==> config.mk <==
export PLATFORM = sky130hd
export DESIGN_NAME = dpwm_scheduler
export DESIGN_NICKNAME = d
export VERILOG_FILES = /design/src/rtl/fcml_pwm_pkg.sv /design/src/rtl/dpwm_carrier.sv /design/src/rtl/dpwm_scheduler.sv
export SDC_FILE = /design/constraint.sdc
export NUM_CORES = 1
export LEC_CHECK = 0
export CAP_MARGIN = 20
export CORE_MARGIN = 2
export CORE_UTILIZATION = 29
export CTS_BUF_LIST = sky130_fd_sc_hd__clkbuf_8
export DETAILED_ROUTE_END_ITERATION = 8
export SETUP_SLACK_MARGIN = 0.5
export SYNTH_ARGS = -nofsm -noshare
export SYNTH_HDL_FRONTEND = slang
export SYNTH_HIERARCHICAL = 1
export SYNTH_SLANG_ARGS = --single-unit
==> constraint.sdc <==
create_clock -name clk -period 23.5 [get_ports clk]
set_clock_uncertainty 0.1 [all_clocks]
set_input_delay 4.7 -clock clk [delete_from_list [all_inputs] [get_ports clk]]
set_output_delay 4.7 -clock clk [all_outputs]
set_load 0.005 [all_outputs]
==> src/rtl/fcml_pwm_pkg.sv <==
// Shared widths, FSM encoding and ramp wrap helper for the FCML DPWM scheduler.
package fcml_pwm_pkg;
  localparam int WIDTH      = 11;
  localparam int NCELL      = 4;
  localparam int PERIOD_MIN = 8;
  localparam int CELL_SH    = $clog2(NCELL);

  typedef enum logic [1:0] {IDLE = 2'd0, RUN = 2'd1, STOP = 2'd2} state_e;

  // Inputs are always < 2P, so one conditional subtract is a full modulo.
  function automatic logic [WIDTH-1:0] ramp_wrap(input logic [WIDTH:0] sum,
                                                 input logic [WIDTH-1:0] p);
    logic [WIDTH:0] s;
    s = sum;
    if (s >= {1'b0, p}) s = s - {1'b0, p};
    return s[WIDTH-1:0];
  endfunction
endpackage

==> src/rtl/dpwm_carrier.sv <==
// Period counter with boundary-only period reload and NCELL phase-shifted ramps.
module dpwm_carrier
  import fcml_pwm_pkg::*;
(
  input  logic                         clk,
  input  logic                         rst,
  input  logic                         run_n,
  input  logic [WIDTH-1:0]             period_cfg,
  output logic                         wrap,
  output logic [WIDTH-1:0]             period,
  output logic [NCELL-1:0][WIDTH-1:0]  ramp_ref,
  output logic                         sync
);
  logic                        run_q;
  logic [WIDTH-1:0]            cnt_q, cnt_n, p_n, o_n, p_cfg;
  logic [NCELL-1:0][WIDTH-1:0] ramp_n;
  logic                        sync_n;

  assign wrap   = run_q && (cnt_q == period - WIDTH'(1));
  assign p_cfg  = (period_cfg < WIDTH'(PERIOD_MIN)) ? WIDTH'(PERIOD_MIN) : period_cfg;
  // Idle keeps tracking the request so the start edge latches it; running only at wrap.
  assign p_n    = (!run_q || wrap) ? p_cfg : period;
  assign o_n    = p_n >> CELL_SH;
  assign cnt_n  = (run_q && run_n && !wrap) ? cnt_q + WIDTH'(1) : '0;
  // Outputs are computed from next-state so they line up with cnt in the same cycle.
  assign sync_n = run_n && (cnt_n == p_n - WIDTH'(1));

  for (genvar k = 0; k < NCELL; k++) begin : g_cell
    logic [WIDTH:0] sum;
    assign sum       = {1'b0, cnt_n} + {1'b0, o_n} * (WIDTH+1)'(k);
    assign ramp_n[k] = run_n ? ramp_wrap(sum, p_n) : '0;
  end

  always_ff @(posedge clk or negedge rst) begin
    if (!rst) begin
      run_q    <= 1'b0;
      cnt_q    <= '0;
      period   <= WIDTH'(PERIOD_MIN);
      ramp_ref <= '0;
      sync     <= 1'b0;
    end else begin
      run_q    <= run_n;
      cnt_q    <= cnt_n;
      period   <= p_n;
      ramp_ref <= ramp_n;
      sync     <= sync_n;
    end
  end
endmodule

==> src/rtl/dpwm_scheduler.sv <==
// FCML DPWM sequencer: run/stop FSM, carrier instance and double-buffered duty commands.
module dpwm_scheduler
  import fcml_pwm_pkg::*;
#(
  parameter int NPH = 3
) (
  input  logic                         clk,
  input  logic                         rst,
  input  logic                         en,
  input  logic [WIDTH-1:0]             period_cfg,
  input  logic                         duty_valid,
  output logic                         duty_ready,
  input  logic [NPH-1:0][WIDTH-1:0]    duty_data,
  output logic [NCELL-1:0][WIDTH-1:0]  ramp_ref,
  output logic [NPH-1:0][WIDTH-1:0]    dpwm_duty,
  output logic                         sync,
  output logic                         running
);
  state_e                    st, st_n;
  logic                      run_n, wrap, accept, full, full_n;
  logic [WIDTH-1:0]          period;
  logic [NPH-1:0][WIDTH-1:0] shadow, duty_cl;

  dpwm_carrier u_carrier (
    .clk        (clk),
    .rst        (rst),
    .run_n      (run_n),
    .period_cfg (period_cfg),
    .wrap       (wrap),
    .period     (period),
    .ramp_ref   (ramp_ref),
    .sync       (sync)
  );

  always_comb begin
    st_n = st;
    case (st)
      IDLE:    if (en) st_n = RUN;
      RUN:     if (!en) st_n = STOP;
      STOP:    if (en) st_n = RUN; else if (wrap) st_n = IDLE;
      default: st_n = IDLE;
    endcase
  end

  assign run_n  = (st_n != IDLE);
  assign accept = duty_valid && duty_ready;
  // A wrap always empties the shadow: it is either applied or, when stopping, dropped.
  assign full_n = run_n && ((full && !wrap) || accept);

  for (genvar i = 0; i < NPH; i++) begin : g_clamp
    assign duty_cl[i] = (duty_data[i] > period) ? period : duty_data[i];
  end

  always_ff @(posedge clk or negedge rst) begin
    if (!rst) begin
      st         <= IDLE;
      running    <= 1'b0;
      full       <= 1'b0;
      duty_ready <= 1'b0;
      shadow     <= '0;
      dpwm_duty  <= '0;
    end else begin
      st         <= st_n;
      running    <= run_n;
      full       <= full_n;
      duty_ready <= run_n && !full_n;
      if (accept) shadow <= duty_cl;
      if (!run_n)           dpwm_duty <= '0;
      else if (wrap && full) dpwm_duty <= shadow;
    end
  end
endmodule

* Word level (Yosys, flattened, before mapping)
Cells that the tools add are included.
Storage, ports and cells: flip-flop bits (word level) 138, latch bits 0, bits in writable memories 0, bits in read-only memories 0, bits of input ports 48, output and inout bits 80, memories kept 0
Cells by class: add/subtract/negate cells 10, $mul 1, divide/modulo/power cells 0, order comparisons 8, eq/ne operators 5, shift operators 0, multiplexer cells 21, bitwise logic cells 0, reduce and logical (&&, ||, !) cells 16
Operators by type and width (count):
- $mux W11 | 14
- $mux W33 | 2
- $sub A11 B11 Y11 | 4
- $ge A12 B11 Y1 | 3
- $gt A11 B11 Y1 | 3
- $eq A11 B11 Y1 | 2
- $sub A11 B1 Y11 const B | 2
- $add A11 B10 Y12 | 1
- $add A11 B11 Y12 | 1
- $add A11 B9 Y12 | 1
- $add A11 B1 Y11 const B | 1
- $ge A11 B11 Y1 | 1
- $lt A11 B4 Y1 const B | 1
- $mul A9 B2 Y11 const B | 1
- $logic_and A1 B1 Y1 | 9
- $mux W2 | 4
- $pmux W2 S3 | 1
- $logic_not A1 Y1 | 3
- $eq A2 B1 Y1 const B | 1
- $eq A2 B2 Y1 const B | 1
- $logic_not A2 Y1 | 1
- $logic_or A1 B1 Y1 | 2
- $ne A2 B1 Y1 const B | 1
- $reduce_bool A2 Y1 | 1

* Depth between registers and ports, before layout
word-level depth 14, mapped depth 38, depth with buffers taken out 34

* By module
The synthesis kept the hierarchy.
By module, submodules not included:
- dpwm_carrier | instances 1, cells an instance 845, area each 7151.9 µm², seq. area each 1702.9 µm²
- dpwm_scheduler | instances 1, cells an instance 392, area each 3792.4 µm², seq. area each 1776.7 µm²

* Worst setup path after synthesis
OpenSTA, ideal clock, no wires.
kind input -> register, start input port en, end register u_carrier/ramp_ref[43] in the netlist's numbering, library setup time 0.122 ns, data arrival time 9.832 ns, required time 23.278 ns, setup slack 13.446 ns, stages on the path 25, path buffers 1, cells stage by stage a21boi_1 > nor2_1 > inv_2 > clkbuf_1 > clkinv_1 > nor3_2 > fa_1 > ha_1 > inv_1 > fa_1 > nor2b_1 > o21ai_0 > a21boi_0 > o21ai_0 > a21boi_0 > o21ai_0 > nor3b_1 > nor2_1 > ha_1 > nand4_1 > o31ai_1 > nor2_1 > a21o_1 > or4_1 > o2111a_1
RTL lines:
- from (decl) | RTL line dpwm_scheduler.sv:9 | input logic en,
- to (signal assigned) | RTL line dpwm_carrier.sv:45 | ramp_ref <= ramp_n;
- to (decl) | RTL line dpwm_carrier.sv:11 | output logic [NCELL-1:0][WIDTH-1:0] ramp_ref,

==> impl_metrics.yaml <==
setup_path:
  worstReg2RegStart: "u_carrier/period[0]"
  cp.buffers_inverters: 5
  worst-r2r-cell-count: 35
  rrSetupSlack_ns: 14.10
  cp_top_family: "compound AO/OA/AOI/OAI gates"
  rr_endpoint: "u_carrier/ramp_ref[43]"
  crit_path_frequent_cell: "o21ai_0"
  endpoint_kind: "flop"
  required_ns: 23.76
  critPathArrivalTime_ns: 11.98
  slowest_delay_ns: 0.72
  critical_path.startpoint: "en"
  path_class: "input port to flop"
  cp-start-kind: "input port"
  cp.depth: 26
  crit_fanout: 35
  cp-endpoint: "u_carrier/ramp_ref[43]"
  slowest_stage: "nor3_2"
timing:
  min_period_ns: 11.72
  hold_viol_final: 0
  max_freq_mhz: 85.3
  finalSetupViolations: 0
  slew_headroom_pct: 31.6
  slew_violations: 0
  finalSetupTns_ns: 0
  rsz0062_at_grt: "no"
  period_share_pct: 49.9
  worst_pin_slew_ns: 1.03
grt:
  grt_pass1_wl_um: 55100
  antenna_found_initial: 1
  overflow: 0
  grt_max_degree: 78
  grt_usage_pct: 18.3
  first_global_vias: 9841
synth:
  yosysMostFrequentCell: "nand2_1"
  yosys_register_bits: 139
  synth_top_cell_area_share_pct: 31.6
  yosysSeqAreaShare_pct: 31.8
  postSynthAreaPerCell_um2: 8.85
  ys.flop_type: "dfrtp_1"
  synth-xor-area-share_pct: 5.60
  synthDistinctLibCells: 85
  synth_edf_count: 0
  ys.warnings.count: 6
  yosys.area.top_type: "dfrtp_1"
  synth_area_leaders: "dfrtp_1, ha_1, nand2_1"
  synthArstFlopShare_pct: 100
  syn-num-nets: 1416
  synthAdderAreaFrac_pct: 15.9
  synth_top_family_by_area: "compound AO/OA/AOI/OAI gates"
  synth_compound_area_share_pct: 20.9
  synthesis.area_um2: 10900
  synthMuxAreaShare_pct: 3.46
  yosys.area_share.simple_pct: 17.3
  syn_inst: 1237
  synth_commonest_cells: "nand2_1, dfrtp_1, ha_1"
route:
  wire_per_inst_um: 18.8
  vias_per_cell: 5.22
  first_iter_violations: 688
  drt-total-wl_um: 35500
  antenna_left: 0
  drc_errors: 0
  dr.pass1.iters: 5
  vias: 9839
clock_network:
  worstSkewPairLatency_ns: 0.48
  clkTransAtPathRegs_ns: 0.10
  clock-sinks: 139
  clk_path_buf_depth: 2
  htree_num_levels: 4
  cts_buffers: 17
  cts_tree: "built"
  root_buffer: "clkbuf_8"
  cts_resized: 0
  cts_hold_buf: 0
  cts_setup_buffers: 0
final_layout:
  stdcell_area_um2: 13200
  multi_input_area_um2: 6920
  seqCellArea_um2: 3480
  fin_nets: 1539
  diodes: 0
  fillers: 3830
  drive_above_1_share_pct: 7.14
  area_growth_pct: 20.9
die:
  initial_core_util_pct: 29.3
  die_w_um: 198
  top_level_ports: 128
  core-area_um2: 37400
  fp-row-count: 71
  die_h_um: 198
  die-area_um2: 39300
pwr:
  power.leakage_nw: 5.86
  power.density_nw_per_um2: 80.1
  ir_drop_mv: 0.0511
flow_run:
  maxCapViolCount: 0
worst_hold_path:
  hp-class: "flop to flop"
placed_design:
  dp_hpwl_um: 26300
  numPortBuffers: 127
  dpl_cell_area_um2: 12800
  place_congestion: 0.902
run_status:
  status: "complete, no violations"
-- layout make-up --
class                           count  share of cell area [%]
Timing Repair Buffer              151                    11.1
Multi-Input combinational cell    962                    52.3
Clock inverter                     14                    1.13
Clock buffer                       18                    1.87
Tap cell                          511                    4.83
Sequential cell                   139                    26.3
Inverter                           89                    2.52
-- registers in the layout, summed over array words and instances, names as in the netlist --
register / count
u_carrier/sync: 1
running: 1
st: 2
duty_ready: 1
u_carrier/cnt_q: 11
full: 1
u_carrier/ramp_ref: 44
shadow: 33
u_carrier/run_q: 1
dpwm_duty: 33
u_carrier/period: 11
-- routing by layer --
metal | global-route usage (%) | routed length [µm]
met5 | 0 | 16
met4 | 6.38 | 847
met3 | 3.44 | 2190
met2 | 30.4 | 16500
met1 | 23.9 | 15900
-- stage by stage --
stage / utilization [%] / hold slack [ns] / setup WS (ns) / total power, mW / cells
after global placement: 34.2 / 0.370 / 11.49 / 0.847 / 1849
after detailed placement: 34.2 / 0.375 / 11.31 / 0.850 / 1849
after CTS: 35.3 / 0.399 / 11.82 / 1.06 / 1881
after floorplan: - / 0.350 / 13.45 / 0.682 / 1237
after global routing: 35.4 / 0.427 / 11.01 / 1.15 / 1884
final: 35.4 / 0.391 / 11.78 / 1.06 / 1884
-- worst min path at each step --
stage / from / end / slack, ns / cells past startpoint
after global placement: shadow[29] / shadow[29] / 0.37 / 2
after detailed placement: shadow[25] / shadow[25] / 0.38 / 2
after global routing: shadow[29] / shadow[29] / 0.43 / 2
after CTS: shadow[25] / shadow[25] / 0.40 / 2
after floorplan: shadow[32] / shadow[32] / 0.35 / 2
final: shadow[25] / shadow[25] / 0.39 / 2
-- power by group --
group	switching, mW	leakage (nW)	internal [mW]	total, mW
clock	0.113	0.191	0.0907	0.204
combinational	0.295	3.85	0.237	0.531
sequential	0.0383	1.82	0.287	0.325
-- cell usage in the layout (no fill, tap or decap), types with 15 or more instances in the layout --
cell               n
nand2_1          141
dfrtp_1          138
clkdlybuf4s50_1  126
ha_1             117
a21oi_1          104
inv_1             85
nor2_1            74
o21ai_0           59
xnor2_1           45
nand3_1           36
mux2i_1           29
and2_1            26
xor2_1            25
nand4_1           24
a221o_1           21
nor3_1            21
buf_4             21
clkbuf_8          18
a21o_1            17
o21a_1            16
a21boi_0          15
-- worst reg2reg max path: cells and delay by family, from the launching register on --
family | cells | cell delay, ns
AOI/OAI and AO/OA | 11 | 2.29
adders and majority gates | 5 | 1.64
buffers and inverters | 6 | 1.84
DFF | 1 | 0.65
muxes | 1 | 0.07
and+or+nand+nor | 12 | 2.70
-- kinds of logic after synthesis --
logic type / count (synthesis)
multiplexers: 37
AND/OR/NAND/NOR: 389
flip-flops: 139
adder cells (fa/ha/maj): 131
buffers and inverters: 136
XOR/XNOR: 70
AO/OA/AOI/OAI: 335
(Power assumes the default switching activity.)
